### src/rtl/sub32_nser.sv
// Nibble-serial subtractor: d = a - b - bi, with borrow-out bo.
// The operands are latched when start is accepted. One SLICE-bit borrow-lookahead slice is
// evaluated per cycle, LSB slice first, and the borrow is registered between slices.
// Optional feature macro: SUB32_OVF_EN drives v with the signed overflow flag. Without it,
// v is tied to 0.
// WIDTH must be a multiple of SLICE, and WIDTH/SLICE must be at least 2.
module sub32_nser #(
   parameter int unsigned WIDTH = 32,
   parameter int unsigned SLICE = 4
) (
   input  logic             clk,
   input  logic             reset_n,
   input  logic             start,
   input  logic [WIDTH-1:0] a,
   input  logic [WIDTH-1:0] b,
   input  logic             bi,
   output logic             busy,
   output logic             done,
   output logic [WIDTH-1:0] d,
   output logic             bo,
   output logic             v
);

   localparam int unsigned NSL = WIDTH / SLICE;
   localparam int unsigned KW  = (NSL > 1) ? $clog2(NSL) : 1;
   localparam logic [KW-1:0] KLAST = KW'(NSL - 1);

   typedef enum logic [1:0] {StIdle, StRun, StDone} state_t;

   state_t                 state;
   logic [WIDTH-1:0]       a_r;
   logic [WIDTH-1:0]       b_r;
   logic [WIDTH-SLICE-1:0] res;     // finished slices collect here, newest at the top
   logic                   brw;
   logic [KW-1:0]          k;

   logic [SLICE-1:0]       sa;
   logic [SLICE-1:0]       sb;
   logic [SLICE-1:0]       g;
   logic [SLICE-1:0]       p;
   logic [SLICE-1:0]       sdiff;
   logic [SLICE:0]         c;
   logic [WIDTH-1:0]       d_next;
   logic                   pp;

`ifdef SUB32_OVF_EN
   logic v_r;
   assign v = v_r;
`else
   assign v = 1'b0;
`endif

   // Current slice: sum-of-products borrow lookahead from generate/propagate.
   always_comb begin
      sa = a_r[32'(k) * SLICE +: SLICE];
      sb = b_r[32'(k) * SLICE +: SLICE];
      g  = ~sa & sb;
      p  = ~(sa ^ sb);
      c  = '0;
      pp = 1'b1;
      c[0] = brw;
      for (int i = 1; i <= SLICE; i++) begin
         pp = 1'b1;
         for (int j = i - 1; j >= 0; j--) begin
            c[i] = c[i] | (g[j] & pp);
            pp   = pp & p[j];
         end
         c[i] = c[i] | (pp & brw);
      end
      sdiff  = sa ^ sb ^ c[SLICE-1:0];
      d_next = {sdiff, res};
   end

   // Control FSM, operand and slice state, and the registered result outputs.
   always_ff @(posedge clk) begin
      if (!reset_n) begin
         state <= StIdle;
         busy  <= 1'b0;
         done  <= 1'b0;
         d     <= '0;
         bo    <= 1'b0;
         a_r   <= '0;
         b_r   <= '0;
         res   <= '0;
         brw   <= 1'b0;
         k     <= '0;
`ifdef SUB32_OVF_EN
         v_r   <= 1'b0;
`endif
      end else begin
         done <= 1'b0;
         unique case (state)
            StIdle, StDone: begin
               if (start) begin
                  a_r   <= a;
                  b_r   <= b;
                  brw   <= bi;
                  k     <= '0;
                  busy  <= 1'b1;
                  state <= StRun;
               end else begin
                  state <= StIdle;
               end
            end
            StRun: begin
               res <= d_next[WIDTH-1:SLICE];
               brw <= c[SLICE];
               k   <= k + 1'b1;
               if (k == KLAST) begin
                  d     <= d_next;
                  bo    <= c[SLICE];
                  done  <= 1'b1;
                  busy  <= 1'b0;
                  state <= StDone;
`ifdef SUB32_OVF_EN
                  v_r   <= (a_r[WIDTH-1] ^ b_r[WIDTH-1]) & (a_r[WIDTH-1] ^ d_next[WIDTH-1]);
`endif
               end
            end
            default: state <= StIdle;
         endcase
      end
   end

endmodule

### config.mk
export PLATFORM = sky130hd
export DESIGN_NAME = sub32_nser
export DESIGN_NICKNAME = d
export VERILOG_FILES = /design/src/rtl/sub32_nser.sv
export SDC_FILE = /design/constraint.sdc
export NUM_CORES = 1
export LEC_CHECK = 0
export ABC_AREA = 1
export CAP_MARGIN = 40
export CORE_ASPECT_RATIO = 0.5
export CORE_MARGIN = 1.5
export CORE_UTILIZATION = 44
export DETAILED_ROUTE_END_ITERATION = 12
export PLACE_DENSITY = 0.7
export SLEW_MARGIN = 20
export SYNTH_ARGS = -nofsm -noshare
export SYNTH_HDL_FRONTEND = slang
export SYNTH_SLANG_ARGS = --single-unit
### constraint.sdc
create_clock -name clk -period 4.4 [get_ports clk]
set_input_delay 0.66 -clock clk [delete_from_list [all_inputs] [get_ports clk]]
set_output_delay 0.66 -clock clk [all_outputs]
set_load 0.01 [all_outputs]
Word-level counts from Yosys, hierarchy flattened
Cells that the tools add are included.

$add $sub $neg: 1. Equality and inequality tests: 5. Shift-type cells: 2. Muxes and demuxes: 11. Bitwise operators: 31. Reductions and logical operators: 8.

Operator list (count): 32-bit by 6-bit variable part select with 4-bit output (2); 1-bit AND (16); 1-bit OR (10); 4-bit NOT (2); 2-bit AND reduction (4); 4-bit bitwise XOR (2); 3-bit case mux with 2 select lines (1); 1-bit 2-to-1 mux (5); 4-bit AND (1); 2-bit inequality test, second input constant (2); 1-bit case mux with 2 select lines (2); 2-bit case mux with 2 select lines (1); 3-bit by 1-bit adder with 3-bit output, second input constant (1); 3-bit equality test, second input constant (1); 3-bit 2-to-1 mux (1); 3-bit AND reduction (1); 2-bit by 1-bit equality test with 1-bit output, second input constant (1); 2-bit equality test, second input constant (1); 2-bit logical NOT (1); 2-bit 2-to-1 mux (1); 2-bit nonzero test (1); 2-bit OR reduction (1).

Flip-flop bits (word level): 133. Input port bits: 68. Word-level logic and storage cells: 68.

Logic depth before layout (Yosys ltp)
Gate-level depths: netlist (run 1).

Word-level depth: 9. Depth in mapped cells: 15.

Worst setup path after synthesis (run 1)
No wires, ideal clock.

Kind: register to register. Start point: register k[1]. End point: register res[26]. Library setup time: 0.056 ns. Data arrival time: 1.872 ns. Slack: 2.472 ns. Stages on the path, launching flop included: 11. Period minus slack after synthesis: 1.928 ns. Path through: dfxtp_1 clkbuf_1 o21ai_0 o211ai_1 o21ai_1 ha_1 or2_2 a21o_1 nand3_1 nand2_1 inv_1.

Cells in the longest elaborated chain, start to end: 7.

Ends and longest elaborated chain: from (decl) (RTL line 35) `logic [KW-1:0] k;`; from (signal assigned) (RTL line 108) `k <= k + 1'b1;`; 32-bit by 6-bit variable part select with 4-bit output, on equally long branches (RTL line 55, 56); 4-bit NOT / 4-bit bitwise XOR (equally long branches) (RTL line 57, 58, 70); 4-bit AND / 4-bit NOT (equally long branches) (RTL line 57, 58); 1-bit AND, on equally long branches (RTL line 65, 66); 1-bit OR / 1-bit AND (equally long branches) (RTL line 65, 68); 1-bit OR (RTL line 68) `c[i] = c[i] | (pp & brw);`; 4-bit bitwise XOR * (RTL line 70) `sdiff = sa ^ sb ^ c[SLICE-1:0];`; to (signal assigned) (RTL line 106) `res <= d_next[WIDTH-1:SLICE];`; to (decl) (RTL line 33) `logic [WIDTH-SLICE-1:0] res;`.

Every way passes the cells marked *; elsewhere a longest branch is shown, timed or not. A chain may end at the register's enable or synchronous reset.

Worst setup path after layout (run 1)
Start point: register k[0]. End point: register d[30].

Cells in the longest elaborated chain, start to end: 7.

Ends and longest elaborated chain: 32-bit by 6-bit variable part select with 4-bit output, on equally long branches (RTL line 55, 56); 4-bit NOT / 4-bit bitwise XOR (equally long branches) (RTL line 57, 58, 70); 4-bit AND / 4-bit NOT (equally long branches) (RTL line 57, 58); 1-bit AND, on equally long branches (RTL line 65, 66); 1-bit OR / 1-bit AND (equally long branches) (RTL line 65, 68); 1-bit OR (RTL line 68); 4-bit bitwise XOR (RTL line 70); to (signal assigned) (RTL line 110) `d <= d_next;`; to (decl) (RTL line 19) `output logic [WIDTH-1:0] d,`.

Several ways; a longest one is shown, not always the timed one.

==> reports/qor.txt, run 1 <==
======================================================================================
Met3 layer usage reported by global route                                        4.16%
Cells taking the most area after synthesis                                dfxtp_1 (50%), nor2_1 (16%), o21ai_0 (12%)
Final-report max-slew violation count                                                0
Full die area                                                                12800 µm²
Largest net degree at the start of global routing                                   66
Count of state elements after synthesis                                            133
Mean instance size in the synthesized netlist                                 7.45 µm²
GR Layer Usage met2                                                              32.4%
Endpoints failing setup                                                              0
Global routing met1 resource utilization                                         27.0%
Primary FF master, synth                                                       dfxtp_1
Clock Skews                                                                    10.7 ps
Number of hold buffers added after CTS                                               0
TritonCTS clock tree                                                             built
Post-cts resize count                                                                0
Routability congestion estimate                                                  0.836
Final core utilization                                                           58.9%
Status                                                                    finished clean
Antenna cells                                                                        0
Number of antenna-violating nets in the routed design                                0
GRT Total Usage                                                                  20.3%
Actual slew at the worst max-slew pin                                           698 ps
Mapped Cells                                                                       712
Number of core rows                                                                 28
Via count of the first global-routing pass                                        4323
Count of input and output buffers                                                  102
Initial antenna violation count                                                      0
Clock slew at the register clock pins of the worst setup and hold paths          60 ps
Cell taking the most area after synthesis                                      dfxtp_1
CTS root buf                                                                 clkbuf_16
Post-route clock period utilization                                              56.1%
Area fraction of the dominant cell type after synthesis                          50.2%
Tmin final                                                                     2470 ps
Wire length of the first global-routing pass                                   20.1 mm
Signal arrival time at the worst endpoint                                      2820 ps
Overall power after layout                                                     3.07 mW
Most congested layer reported by global routing                                   met2
Number of vias in the routed layout                                               4826
Fraction of registers with async set or reset after synthesis                       0%
Half-perimeter wire length after detailed placement                            8.17 mm
Pre-CTS setup slack                                                            1990 ps
Category of the most critical setup path                                  flop to flop
Max transition margin                                                            53.3%
Number of distinct library cells after synthesis                                    28
# IOs                                                                              104
Clk sink count                                                                     133
Most frequent cells in the layout                                         nor2_1 (227), dfxtp_1 (133), o21ai_0 (128)
RSZ-0062 raised after global routing                                             false
Most common cell after layout, fill and taps aside                              nor2_1
Total negative slack                                                              0 ps
Die outline width                                                               158 µm
Netlist area before placement                                                 5310 µm²
Die height                                                                     80.6 µm
EDFF count, synth                                                                    0
Maximum VDD drop                                                              0.275 mV
Final hold vios                                                                      0
Number of vias per cell                                                           4.99
GR Overflow Total                                                                    0
Critical path endpoint category                                                   flop
H-tree levels                                                                        4
Max-Cap Viols                                                                        0
Number of buffers added for setup after CTS                                          0
Number of nets in the synthesized netlist                                          787
1st-pass router iterations                                                           4
Worst skew pair latency                                                         410 ps
Power per cell area                                                         443 nW/µm²
Total Nets Final                                                                   864
Max clock buf depth                                                                  2
CP max FO                                                                           34
Detailed-route wire length per cell                                            12.8 µm
Type of origin of the critical path                                               flop
Sequential area share after synthesis                                            50.2%
Worst min-delay path class                                                flop to flop
Post-route DRC                                                                       0
Leakage power                                                                  2.88 nW
YS warnings                                                                          0
Area added between synthesis and finish                                          30.6%
Initial drt markers                                                                322
Ratio of cells with drive above 1 in the final layout                            5.86%
Starting density of the core                                                     45.1%
Final Routed Wirelength                                                        12.4 mm
Req. time, crit path                                                           4760 ps
Fmax achieved                                                                0.405 GHz
Floorplan Core Area                                                          11800 µm²
Min setup slack post-route                                                     1930 ps
Number of buffers added by the clock tree synthesis step                            17
======================================================================================
==> report_power, final <==
group / switching, mW / internal [mW]
Combinational: 0.221 / 0.163
Sequential: 0.0448 / 1.28
Clock: 0.532 / 0.822
==> synthesized netlist by cell type, types with 5 or more instances <==
master    instances
ha_1              6
buf_2            31
a21oi_1          22
nand2_1          36
o21ai_1          25
nor2_1          227
dfxtp_1         133
nand3_1          22
o21ai_0         128
inv_1            26
clkbuf_1         14
o22ai_1          12
buf_4             5
==> metal layers <==
layer / up-vias / wire (µm)
met5: - / 0
met4: 0 / 169
met3: 18 / 478
met2: 104 / 5670
met1: 2216 / 6040
li1: 2488 / -
==> area by class of cell <==
type	count	area, µm²
sequential	133	2660
inverter	31	116
tap	165	206
clock buffer	21	470
timing repair buffer	108	1090
fill	1095	4840
clock inverter	11	100
multi-input combinational	498	2290
==> state kept, by name (all words and copies together) (netlist names) <==
register,cells
brw,1
res,28
k,3
a_r,32
d,32
done,1
b_r,32
state,2
busy,1
bo,1
==> metrics by stage <==
step / instances / hold slack (ps) / cell area [µm²]
detailed placement: 935 / 461 / 6360
finish: 967 / 468 / 6930
floorplan: 712 / 430 / 5310
CTS: 967 / 472 / 6930
global route: 967 / 496 / 6930
global placement: 933 / 458 / 6320
==> critical path, cell delays in order, from the launching register on <==
cell and delay, ps:
dfxtp_1 290, buf_4 220, inv_2 430, o21ai_0 150, o22ai_1 140, o21ai_1 80, ha_1 380, or2_2 320
a21o_1 200, nand3_1 70, nand2_1 70, inv_1 50
==> cell families (layout without fill, tap and decap cells) <==
| kind of cell | count (synthesis) | count (layout) | share of synthesized area (%) |
|---|---|---|---|
| simple gates | 292 | 292 | 21.6 |
| compound gates | 197 | 197 | 19.3 |
| flops | 133 | 133 | 50.2 |
| buf+inv | 81 | 171 | 6.82 |
| fa+ha+maj | 7 | 7 | 1.79 |
| other cells | 1 | 1 | 0.0707 |
| xor+xnor | 1 | 1 | 0.165 |
==> path summary, 6_finish.rpt <==
path	from	depth (start not counted)	slack (ps)	end
hold / removal	res[19]	2	470	res[19]
setup reg to reg	k[0]	11	1930	d[30]
setup / recovery	k[0]	11	1930	d[30]
hold reg to reg	res[19]	2	470	res[19]
Note: power is estimated with default switching activity, not from simulation.
==> inputs of run 2 (changes only) <==
- clock period: 4.4 -> 2.5 ns (I/O delays scaled with it)
==> run 2 against run 1 <==
Compared with the run above:
- sequential share of layout area is 0.32 points lower
- worst setup slack worse by 1600 ps
- via count is 0.37% higher
- fmax is 11% higher
- non-clock buffer count is 3 higher
- combinational power is 77% higher
- worst hold slack worse by 39 ps
- sequential power is 76% higher
- flip-flop and latch count stayed put
- final cell count is 0.31% higher
- cell area is 0.88% higher
- critical path type unchanged
- critical endpoint is now brw
==> reports/qor.txt, run 2 (synthesis gave the netlist of run 1 again) <==
======================================================================================
Status                                                                    finished clean
Most frequent cells in the layout                                         nor2_1 (227), dfxtp_1 (132), o21ai_0 (128)
Post-route clock period utilization                                              88.6%   +33 points
GR Overflow Total                                                                    0   unchanged
Clock Skews                                                                    5.49 ps   -5.24 ps
Power per cell area                                                         797 nW/µm²   +80%
Starting density of the core                                                     45.1%   unchanged
Number of core rows                                                                 28   unchanged
Ratio of cells with drive above 1 in the final layout                            6.34%   +0.48 points
Initial antenna violation count                                                      0   unchanged
CP max FO                                                                           34   unchanged
Via count of the first global-routing pass                                        4358   +0.81%
Number of vias per cell                                                           4.99   about the same
Post-route DRC                                                                       0   unchanged
Crit path cell chain                                                      inv_2 -> o21ai_0 -> o22ai_1 -> o21ai_1 -> ha_1 -> or2_2 -> nand3b_1 -> nand2_1 -> nand2_1 -> a21oi_1
Total Nets Final                                                                   867   +0.35%
Routability congestion estimate                                                  0.829   -0.92%
Fmax achieved                                                                0.451 GHz   +11%
Req. time, crit path                                                           2800 ps   -1960 ps
Area of all sequential standard cells                                         2660 µm²   about the same
Min setup slack post-route                                                      284 ps   -1650 ps
CTS root buf                                                                 clkbuf_16
Die height                                                                     80.6 µm   unchanged
Endpoints failing setup                                                              0   unchanged
Largest registers ranked by flip-flop count                               a_r: 32 flops, b_r: 32 flops, d: 32 flops
Final Routed Wirelength                                                        12.6 mm   +2.1%
Type of origin of the critical path                                               flop
Crit-path slowest cell                                                           inv_2
GRT Total Usage                                                                  21.0%   +0.72 points
Max transition margin                                                            64.1%   +11 points
Signal arrival time at the worst endpoint                                      2510 ps   -310 ps
Largest net degree at the start of global routing                                  123   +86%
Die outline width                                                               158 µm   unchanged
Pre-CTS setup slack                                                             229 ps   -1770 ps
Category of the most critical setup path                                  flop to flop
Number of buffers added by the clock tree synthesis step                            17   unchanged
Number of vias in the routed layout                                               4844   +0.37%
Worst skew pair latency                                                         420 ps   about the same
Fillers                                                                           1083   -1.1%
Antenna cells                                                                        0   unchanged
Finished layout cell area                                                     6990 µm²   +0.88%
Tmin final                                                                     2220 ps   -251 ps
Half-perimeter wire length after detailed placement                            8.19 mm   +0.30%
Floorplan Core Area                                                          11800 µm²   unchanged
Actual slew at the worst max-slew pin                                           538 ps   -160 ps
Number of antenna-violating nets in the routed design                                0   unchanged
Area used by multi-input combinational logic                                  2290 µm²   unchanged
Area added between synthesis and finish                                          31.7%
Maximum VDD drop                                                              0.404 mV   +47%
Worst min-delay path class                                                input port to flop
Most common cell after layout, fill and taps aside                              nor2_1
RSZ-0062 raised after global routing                                             false
Wire length of the first global-routing pass                                   20.7 mm   +2.6%
Final hold vios                                                                      0   unchanged
Max-Cap Viols                                                                        0   unchanged
TritonCTS clock tree                                                             built
Initial drt markers                                                                314   -2.5%
Worst-case hold slack                                                           428 ps   -39.4 ps
Count of input and output buffers                                                  102   unchanged
Largest stage delay on the critical path                                        390 ps   -40 ps
Final-report max-slew violation count                                                0   unchanged
Total negative slack                                                              0 ps   unchanged
Clk sink count                                                                     133   unchanged
Max clock buf depth                                                                  2   unchanged
Detailed-route wire length per cell                                            13.0 µm   +1.8%
# IOs                                                                              104   unchanged
Final core utilization                                                           59.4%   +0.52 points
Cell type with the highest occurrence count on the critical path               nand2_1
Clock slew at the register clock pins of the worst setup and hold paths          60 ps   about the same
Full die area                                                                12800 µm²   unchanged
Leakage power                                                                  2.91 nW   +0.97%
Cell area after placement                                                     6380 µm²   +0.35%
H-tree levels                                                                        4   unchanged
1st-pass router iterations                                                           5   +1
Critical path endpoint category                                                   flop
======================================================================================
==> run 2: area by class of cell <==
class                   count  share of cell area, %
clock buffers              18                   6.14
clock inverters            14                   2.56
inverters                  31                   1.66
multi-input cells         498                   32.7
flip-flops and latches    133                   38.1
well taps                 165                   2.95
repair buffers            111                   15.9
==> run 2: path summary, 6_finish.rpt <==
check	from	endpoint	slack, ps	cells past startpoint
setup / recovery	k[0]	brw	280	10
hold / removal	reset_n	busy	430	3
setup reg to reg	k[0]	brw	280	10
hold reg to reg	busy	busy	470	2
==> run 2: critical path, delay by kind of cell, from the launching register on <==
| kind | cells | cell delay, ps |
|---|---|---|
| AOI/OAI and AO/OA | 4 | 470 |
| adders and majority gates | 1 | 360 |
| buffers and inverters | 1 | 390 |
| DFF | 1 | 310 |
| and+or+nand+nor | 4 | 540 |
==> run 2: through the flow <==
step | std cells | power (mW)
3_5_place_dp | 938 | 3.05
4_1_cts | 970 | 5.59
6_report | 970 | 5.57
5_1_grt | 970 | 5.82
3_3_place_gp | 938 | 3.04
2_1_floorplan | 712 | 2.81
==> run 2: report_power, final <==
part	switching [mW]	internal, mW	total, mW
Combinational	0.389	0.289	0.678
Sequential	0.0838	2.26	2.34
Clock	0.970	1.58	2.55
Total	1.44	4.13	5.57
==> run 2: timing repair <==
item	in CTS	in global routing
hold buffers	0	0
endpoints found under the hold margin	0	0
setup endpoints to repair	0	5
setup buffers	0	0
resized for setup	0	1
==> run 2: routing by layer <==
| metal | up-vias | global-route usage (%) | wire (µm) |
|---|---|---|---|
| li1 | 2495 | - | - |
| met1 | 2213 | 27.8 | 6120 |
| met2 | 122 | 33.4 | 5710 |
| met3 | 14 | 5.45 | 623 |
| met4 | 0 | 6.73 | 155 |
| met5 | - | 0 | 0 |
